## src/rtl/sargantana_icache_miss_ctrl.sv

```systemverilog
`default_nettype none
// ============================================================================
// Module      : sargantana_icache_miss_ctrl
// Description : I-cache miss sequencer. Picks a victim way, issues a single
//               line fill, writes the returned line, pulses replay, and walks
//               every set clearing valid bits on a flush request.
// Revision    : 1.0 - initial release
// ============================================================================
module sargantana_icache_miss_ctrl #(
    parameter int N_WAY      = 4,
    parameter int ADDR_WIDTH = 40,
    parameter int SET_WIDTH  = 6
) (
    input  logic                  clk_i,
    input  logic                  rstn_i,
    input  logic                  lookup_valid_i,
    input  logic [N_WAY-1:0]      cline_hit_i,
    input  logic [N_WAY-1:0]      way_valid_bits_i,
    input  logic [ADDR_WIDTH-1:0] miss_paddr_i,
    input  logic                  flush_i,
    output logic                  ifill_req_valid_o,
    input  logic                  ifill_req_ready_i,
    output logic [ADDR_WIDTH-1:0] ifill_req_addr_o,
    input  logic                  ifill_resp_valid_i,
    input  logic                  ifill_resp_error_i,
    output logic [N_WAY-1:0]      way_we_o,
    output logic [SET_WIDTH-1:0]  set_idx_o,
    output logic                  valid_wdata_o,
    output logic                  replay_o,
    output logic                  fill_error_o,
    output logic                  busy_o
);

    localparam int WAY_BITS = (N_WAY > 1) ? $clog2(N_WAY) : 1;

    typedef enum logic [2:0] {
        S_IDLE   = 3'd0,
        S_REQ    = 3'd1,
        S_WAIT   = 3'd2,
        S_WRITE  = 3'd3,
        S_REPLAY = 3'd4,
        S_FLUSH  = 3'd5
    } state_e;

    state_e                state_q, state_d;
    logic [WAY_BITS-1:0]   rr_q, rr_d;
    logic [WAY_BITS-1:0]   victim_q, victim_d;
    logic                  evict_valid_q, evict_valid_d;
    logic [ADDR_WIDTH-1:0] addr_q, addr_d;
    logic [SET_WIDTH-1:0]  set_q, set_d;
    logic [SET_WIDTH-1:0]  flush_idx_q, flush_idx_d;
    logic                  flush_pend_q, flush_pend_d;
    logic                  err_q, err_d;

    logic                  free_found;
    logic [WAY_BITS-1:0]   free_way;
    logic                  miss;

    // Descending scan so the lowest-index invalid way is the one kept.
    always_comb begin
        free_found = 1'b0;
        free_way   = '0;
        for (int i = N_WAY - 1; i >= 0; i--) begin
            if (!way_valid_bits_i[i]) begin
                free_found = 1'b1;
                free_way   = WAY_BITS'(i);
            end
        end
    end

    assign miss = lookup_valid_i && (cline_hit_i == '0);

    always_comb begin
        state_d       = state_q;
        rr_d          = rr_q;
        victim_d      = victim_q;
        evict_valid_d = evict_valid_q;
        addr_d        = addr_q;
        set_d         = set_q;
        flush_idx_d   = flush_idx_q;
        flush_pend_d  = flush_pend_q;
        err_d         = err_q;

        ifill_req_valid_o = 1'b0;
        ifill_req_addr_o  = '0;
        way_we_o          = '0;
        set_idx_o         = '0;
        valid_wdata_o     = 1'b0;
        replay_o          = 1'b0;
        fill_error_o      = 1'b0;
        busy_o            = (state_q != S_IDLE);

        // A flush arriving mid-miss is remembered and serviced once the miss retires.
        if (flush_i && (state_q != S_IDLE) && (state_q != S_FLUSH)) begin
            flush_pend_d = 1'b1;
        end

        case (state_q)
            S_IDLE: begin
                err_d = 1'b0;
                if (flush_i) begin
                    flush_idx_d = '0;
                    state_d     = S_FLUSH;
                end else if (miss) begin
                    addr_d        = miss_paddr_i;
                    set_d         = miss_paddr_i[SET_WIDTH-1:0];
                    victim_d      = free_found ? free_way : rr_q;
                    evict_valid_d = !free_found;
                    state_d       = S_REQ;
                end
            end
            S_REQ: begin
                ifill_req_valid_o = 1'b1;
                ifill_req_addr_o  = addr_q;
                if (ifill_req_ready_i) begin
                    state_d = S_WAIT;
                end
            end
            S_WAIT: begin
                if (ifill_resp_valid_i) begin
                    if (ifill_resp_error_i) begin
                        err_d   = 1'b1;
                        state_d = S_REPLAY;
                    end else begin
                        state_d = S_WRITE;
                    end
                end
            end
            S_WRITE: begin
                if (flush_pend_q) begin
                    flush_pend_d = 1'b0;
                    flush_idx_d  = '0;
                    state_d      = S_FLUSH;
                end else begin
                    way_we_o      = {{(N_WAY-1){1'b0}}, 1'b1} << victim_q;
                    set_idx_o     = set_q;
                    valid_wdata_o = 1'b1;
                    if (evict_valid_q) begin
                        rr_d = rr_q + WAY_BITS'(1);
                    end
                    state_d = S_REPLAY;
                end
            end
            S_REPLAY: begin
                replay_o     = 1'b1;
                fill_error_o = err_q;
                err_d        = 1'b0;
                if (flush_pend_q) begin
                    flush_pend_d = 1'b0;
                    flush_idx_d  = '0;
                    state_d      = S_FLUSH;
                end else begin
                    state_d = S_IDLE;
                end
            end
            S_FLUSH: begin
                way_we_o    = '1;
                set_idx_o   = flush_idx_q;
                flush_idx_d = flush_idx_q + SET_WIDTH'(1);
                if (flush_idx_q == '1) begin
                    state_d = S_REPLAY;
                end
            end
            default: begin
                state_d = S_IDLE;
            end
        endcase
    end

    always_ff @(posedge clk_i) begin
        if (!rstn_i) begin
            state_q       <= S_IDLE;
            rr_q          <= '0;
            victim_q      <= '0;
            evict_valid_q <= 1'b0;
            addr_q        <= '0;
            set_q         <= '0;
            flush_idx_q   <= '0;
            flush_pend_q  <= 1'b0;
            err_q         <= 1'b0;
        end else begin
            state_q       <= state_d;
            rr_q          <= rr_d;
            victim_q      <= victim_d;
            evict_valid_q <= evict_valid_d;
            addr_q        <= addr_d;
            set_q         <= set_d;
            flush_idx_q   <= flush_idx_d;
            flush_pend_q  <= flush_pend_d;
            err_q         <= err_d;
        end
    end

endmodule
`default_nettype wire

```

## config.mk

```make
export PLATFORM = sky130hd
export DESIGN_NAME = sargantana_icache_miss_ctrl
export DESIGN_NICKNAME = d
export VERILOG_FILES = /design/src/rtl/sargantana_icache_miss_ctrl.sv
export SDC_FILE = /design/constraint.sdc
export NUM_CORES = 1
export LEC_CHECK = 0
export ABC_AREA = 1
export CAP_MARGIN = 25
export CELL_PAD_IN_SITES_DETAIL_PLACEMENT = 1
export CELL_PAD_IN_SITES_GLOBAL_PLACEMENT = 1
export CORE_ASPECT_RATIO = 1.1
export CORE_UTILIZATION = 29
export DETAILED_ROUTE_END_ITERATION = 10
export GPL_ROUTABILITY_DRIVEN = 0
export PLACE_DENSITY = 0.88
export RECOVER_POWER = 100
export SETUP_SLACK_MARGIN = 0.5
export SYNTH_ARGS = -nofsm -noshare
export SYNTH_HDL_FRONTEND = slang
export SYNTH_SLANG_ARGS = --single-unit
```

## constraint.sdc

```tcl
create_clock -name clk_i -period 1.7 [get_ports clk_i]
set_input_delay 0.34 -clock clk_i [delete_from_list [all_inputs] [get_ports clk_i]]
set_output_delay 0.34 -clock clk_i [all_outputs]
set_load 0.05 [all_outputs]
```

==> flow_summary.toml <==
[critical_path]
critical_path_arrival_ns = 1.52
ff2ff_path_depth = 9
critical_path.reg2reg.startpoint = "state_q[2]"
required_ns = 1.36
regToRegSetupSlack_ns = -0.05
startpoint_to_endpoint_class_of_the_critical_path = "reg2out"
cp-end-kind = "output port"
crit_path_max_fanout = 5
reg2reg_to = "addr_q[35]"
cp-start-kind = "register"

[clock_tree]
clk_pin_slew_worst_paths_ns = 0.10
ctsHoldBuffers = 0
cts.htree.levels = 2
tritoncts_buffer_count = 5
clk_path_buf_depth = 2
cts_tree = "yes"
clock-sinks = 56
clk_root_buffer_cell = "sky130_fd_sc_hd__clkbuf_8"
clkLatencyLatePin_ns = 0.31

[layout]
finish.net_count = 569
count_of_inserted_antenna_diode_cells = 0
area_growth_from_synthesis_to_layout_pct = 107.8
layoutNonFillerInstCount = 628
layout.cell_area.non_filler_um2 = 5439
drive_above_1_share_pct = 36.77
finalCoreUtilization_pct = 61.61

[die]
ios = 110
start_util_pct = 29.65
placementRows = 36
placeableCoreArea_um2 = 8828
die_w_um = 92.59
die_height_um = 101.6
dieArea_um2 = 9410

[worst_hold_path]
timing.hold.worst_path_depth = 1
hold_path.startpoint = "rr_q[1]"
worstHoldEndpoint = "rr_q[1]"
worstHoldPathType = "reg2reg"

[detailed_routing]
vias_post_dr = 3005
wl_per_cell_um = 16.37
avgViaCountPerCell = 4.785
detail-route-antenna-nets = 0
post-route-drc-count = 0
drt_initial_violations = 93
drt-pass1-iter-count = 4
detail_route.wirelength_um = 10280

[yosys]
mappedNetlistNets = 435
synthDistinctLibCells = 24
yosys_warnings = 0
syn_avg_cell_area_um2 = 6.906
synth_area_um2 = 2618
synth.ff_latch_count = 56
postSynthCellCount = 379
yosysSeqAreaShare_pct = 42.83

[sta]
setup_repair_after_global_routing_missed_its_margin = "yes"
hold_viol = 0
fin_worst_skew_ns = 0.01032
tightestPinTransition_ns = 0.4486
count_of_endpoints_failing_setup_in_the_final_report = 68
slew_headroom_pct = 70.06
achievable-frequency_ghz = 0.5362
setup_tns_ns = -6.271
number_of_max_slew_violations_in_the_final_report = 0
final_min_period_over_clock_period_pct = 109.7
finalWorstSetupSlack_ns = -0.1650
post-route-min-period_ns = 1.865

[grt]
grt_antenna_before_repair = 0
pin_count_of_the_biggest_net_entering_global_routing = 45
grt_overflow_total = 0
grtUsageTotal_pct = 21.16
grt_pass1_wl_um = 15550
grt_pass1_vias = 3247

[power]
power.clock.fraction_pct = 16.8
switching_power_mw = 2.176
combPwrFrac_pct = 55.1
seqPwrFrac_pct = 28.1
p_per_area_nw_per_um2 = 985.9
switching_share_pct = 40.58
ir_drop_uv = 501.5
power.internal_mw = 3.186
static-leakage-power_nw = 1.922

[status]
run_status = "complete, but fails checks"
failing_checks = "setup timing"

[placed_design]
io_buffers = 109
detailed_place.area_um2 = 4760
placedCellCount = 597
place_worst_setup_slack_ns = -0.1783
dp_hpwl_um = 7072

[flow_run]
maxCapViolations = 0
==> state kept, by name, summed over array words and instances (netlist names) <==
name and count:
addr_q 40, victim_q 2, flush_pend_q 1, state_q 3
err_q 1, evict_valid_q 1, flush_idx_q 6, rr_q 2
==> power by group through the flow <==
| stage | registers, mW | logic, mW | clock network [mW] |
|---|---|---|---|
| 5_1_grt | 1.51 | 3.09 | 0.981 |
| 3_5_place_dp | 1.52 | 1.98 | 0 |
| 2_1_floorplan | 1.50 | 1.24 | 0 |
| 3_3_place_gp | 1.51 | 1.93 | 0 |
| 6_report | 1.50 | 2.95 | 0.903 |
| 4_1_cts | 1.49 | 2.64 | 0.933 |
==> final cells by class <==
cell class | instances | area [um^2]
timing repair buffer | 146 | 2113
tap | 114 | 142.6
fill | 977 | 3390
sequential | 56 | 1132
clock inverter | 3 | 47.55
clock buffer | 5 | 68.82
timing repair inverter | 1 | 3.754
inverter | 68 | 277.8
multi-input combinational | 235 | 1653
==> kinds of logic (layout without fill, tap and decap cells) <==
group | after synthesis | after routing | synth area share (%)
XOR/XNOR | 1 | 1 | 0.3347
AND/OR/NAND/NOR | 120 | 120 | 19.07
adder cells (fa/ha/maj) | 1 | 1 | 0.4779
AO/OA/AOI/OAI | 113 | 113 | 22.32
flip-flops | 56 | 56 | 42.83
buffers and inverters | 88 | 223 | 14.96
==> critical path: stages (launching register included) <==
cell,delay (ns)
sky130_fd_sc_hd__dfxtp_4,0.37
sky130_fd_sc_hd__inv_4,0.08
sky130_fd_sc_hd__nand3_4,0.08
sky130_fd_sc_hd__nor2_4,0.19
sky130_fd_sc_hd__inv_2,0.14
sky130_fd_sc_hd__o22ai_2,0.18
sky130_fd_sc_hd__buf_12,0.17
==> cell usage after synthesis (all sizes together) <==
library cell	count	share of area (%)
buf	10	3.8
o31ai	4	1.1
or2	2	0.48
ha	1	0.48
nand4	2	0.48
xor2	1	0.33
a211oi	1	0.29
nand3	20	4.0
clkbuf	10	1.4
nor3	1	0.19
o22ai	4	0.96
inv	68	9.8
a31oi	1	0.24
o21ai	47	9.0
a21oi	56	11
dfxtp	56	43
nor2	63	9.3
nand2	32	4.6
==> cells in the final DEF, fill, tap and decap left out, types with 5 or more instances in the layout <==
cell	netlist	routed
sky130_fd_sc_hd__buf_12	0	62
sky130_fd_sc_hd__inv_1	66	61
sky130_fd_sc_hd__a21oi_1	56	54
sky130_fd_sc_hd__clkdlybuf4s50_1	0	54
sky130_fd_sc_hd__dfxtp_1	56	53
sky130_fd_sc_hd__nor2_4	0	47
sky130_fd_sc_hd__o21ai_1	30	33
sky130_fd_sc_hd__nand2_1	32	27
sky130_fd_sc_hd__buf_4	0	17
sky130_fd_sc_hd__nor2_1	60	14
sky130_fd_sc_hd__nand3_1	19	13
sky130_fd_sc_hd__o21ai_0	17	10
sky130_fd_sc_hd__buf_6	8	7
sky130_fd_sc_hd__clkbuf_8	0	5
==> per-layer routing <==
layer | vias to the layer above | share of wire, % | global-route usage, %
met2 | 88 | 56 | 42.51
li1 | 1479 | - | -
met3 | 18 | 3.8 | 3.303
met5 | - | 0 | 0
met1 | 1420 | 38 | 22.47
met4 | 0 | 2.2 | 6.130
==> through the flow <==
stage	hold WS, ns	power, mW
floorplan	0.4151	2.737
global placement	0.4376	3.441
detailed placement	0.4458	3.508
CTS	0.4707	5.069
global route	0.5162	5.587
finish	0.4856	5.362
==> what timing repair did <==
item,CTS,global route
resized for setup,58,32
setup buffers,12,7
pin swaps,19,9
gates cloned,3,1
endpoints found under the setup margin,110,111
==> worst max-delay path by stage <==
stage                   start  slack [ns]                   end  cells after the start
2_1_floorplan      state_q[2]       -0.19           way_we_o[0]                      5
3_3_place_gp          flush_i       -0.04        flush_idx_q[3]                      7
3_5_place_dp   cline_hit_i[3]       -0.18             addr_q[9]                      8
4_1_cts            state_q[2]       -0.14  ifill_req_addr_o[31]                      6
5_1_grt            state_q[2]       -0.21          set_idx_o[3]                      6
6_report           state_q[2]       -0.16          set_idx_o[3]                      6
(Power assumes the default switching activity.)
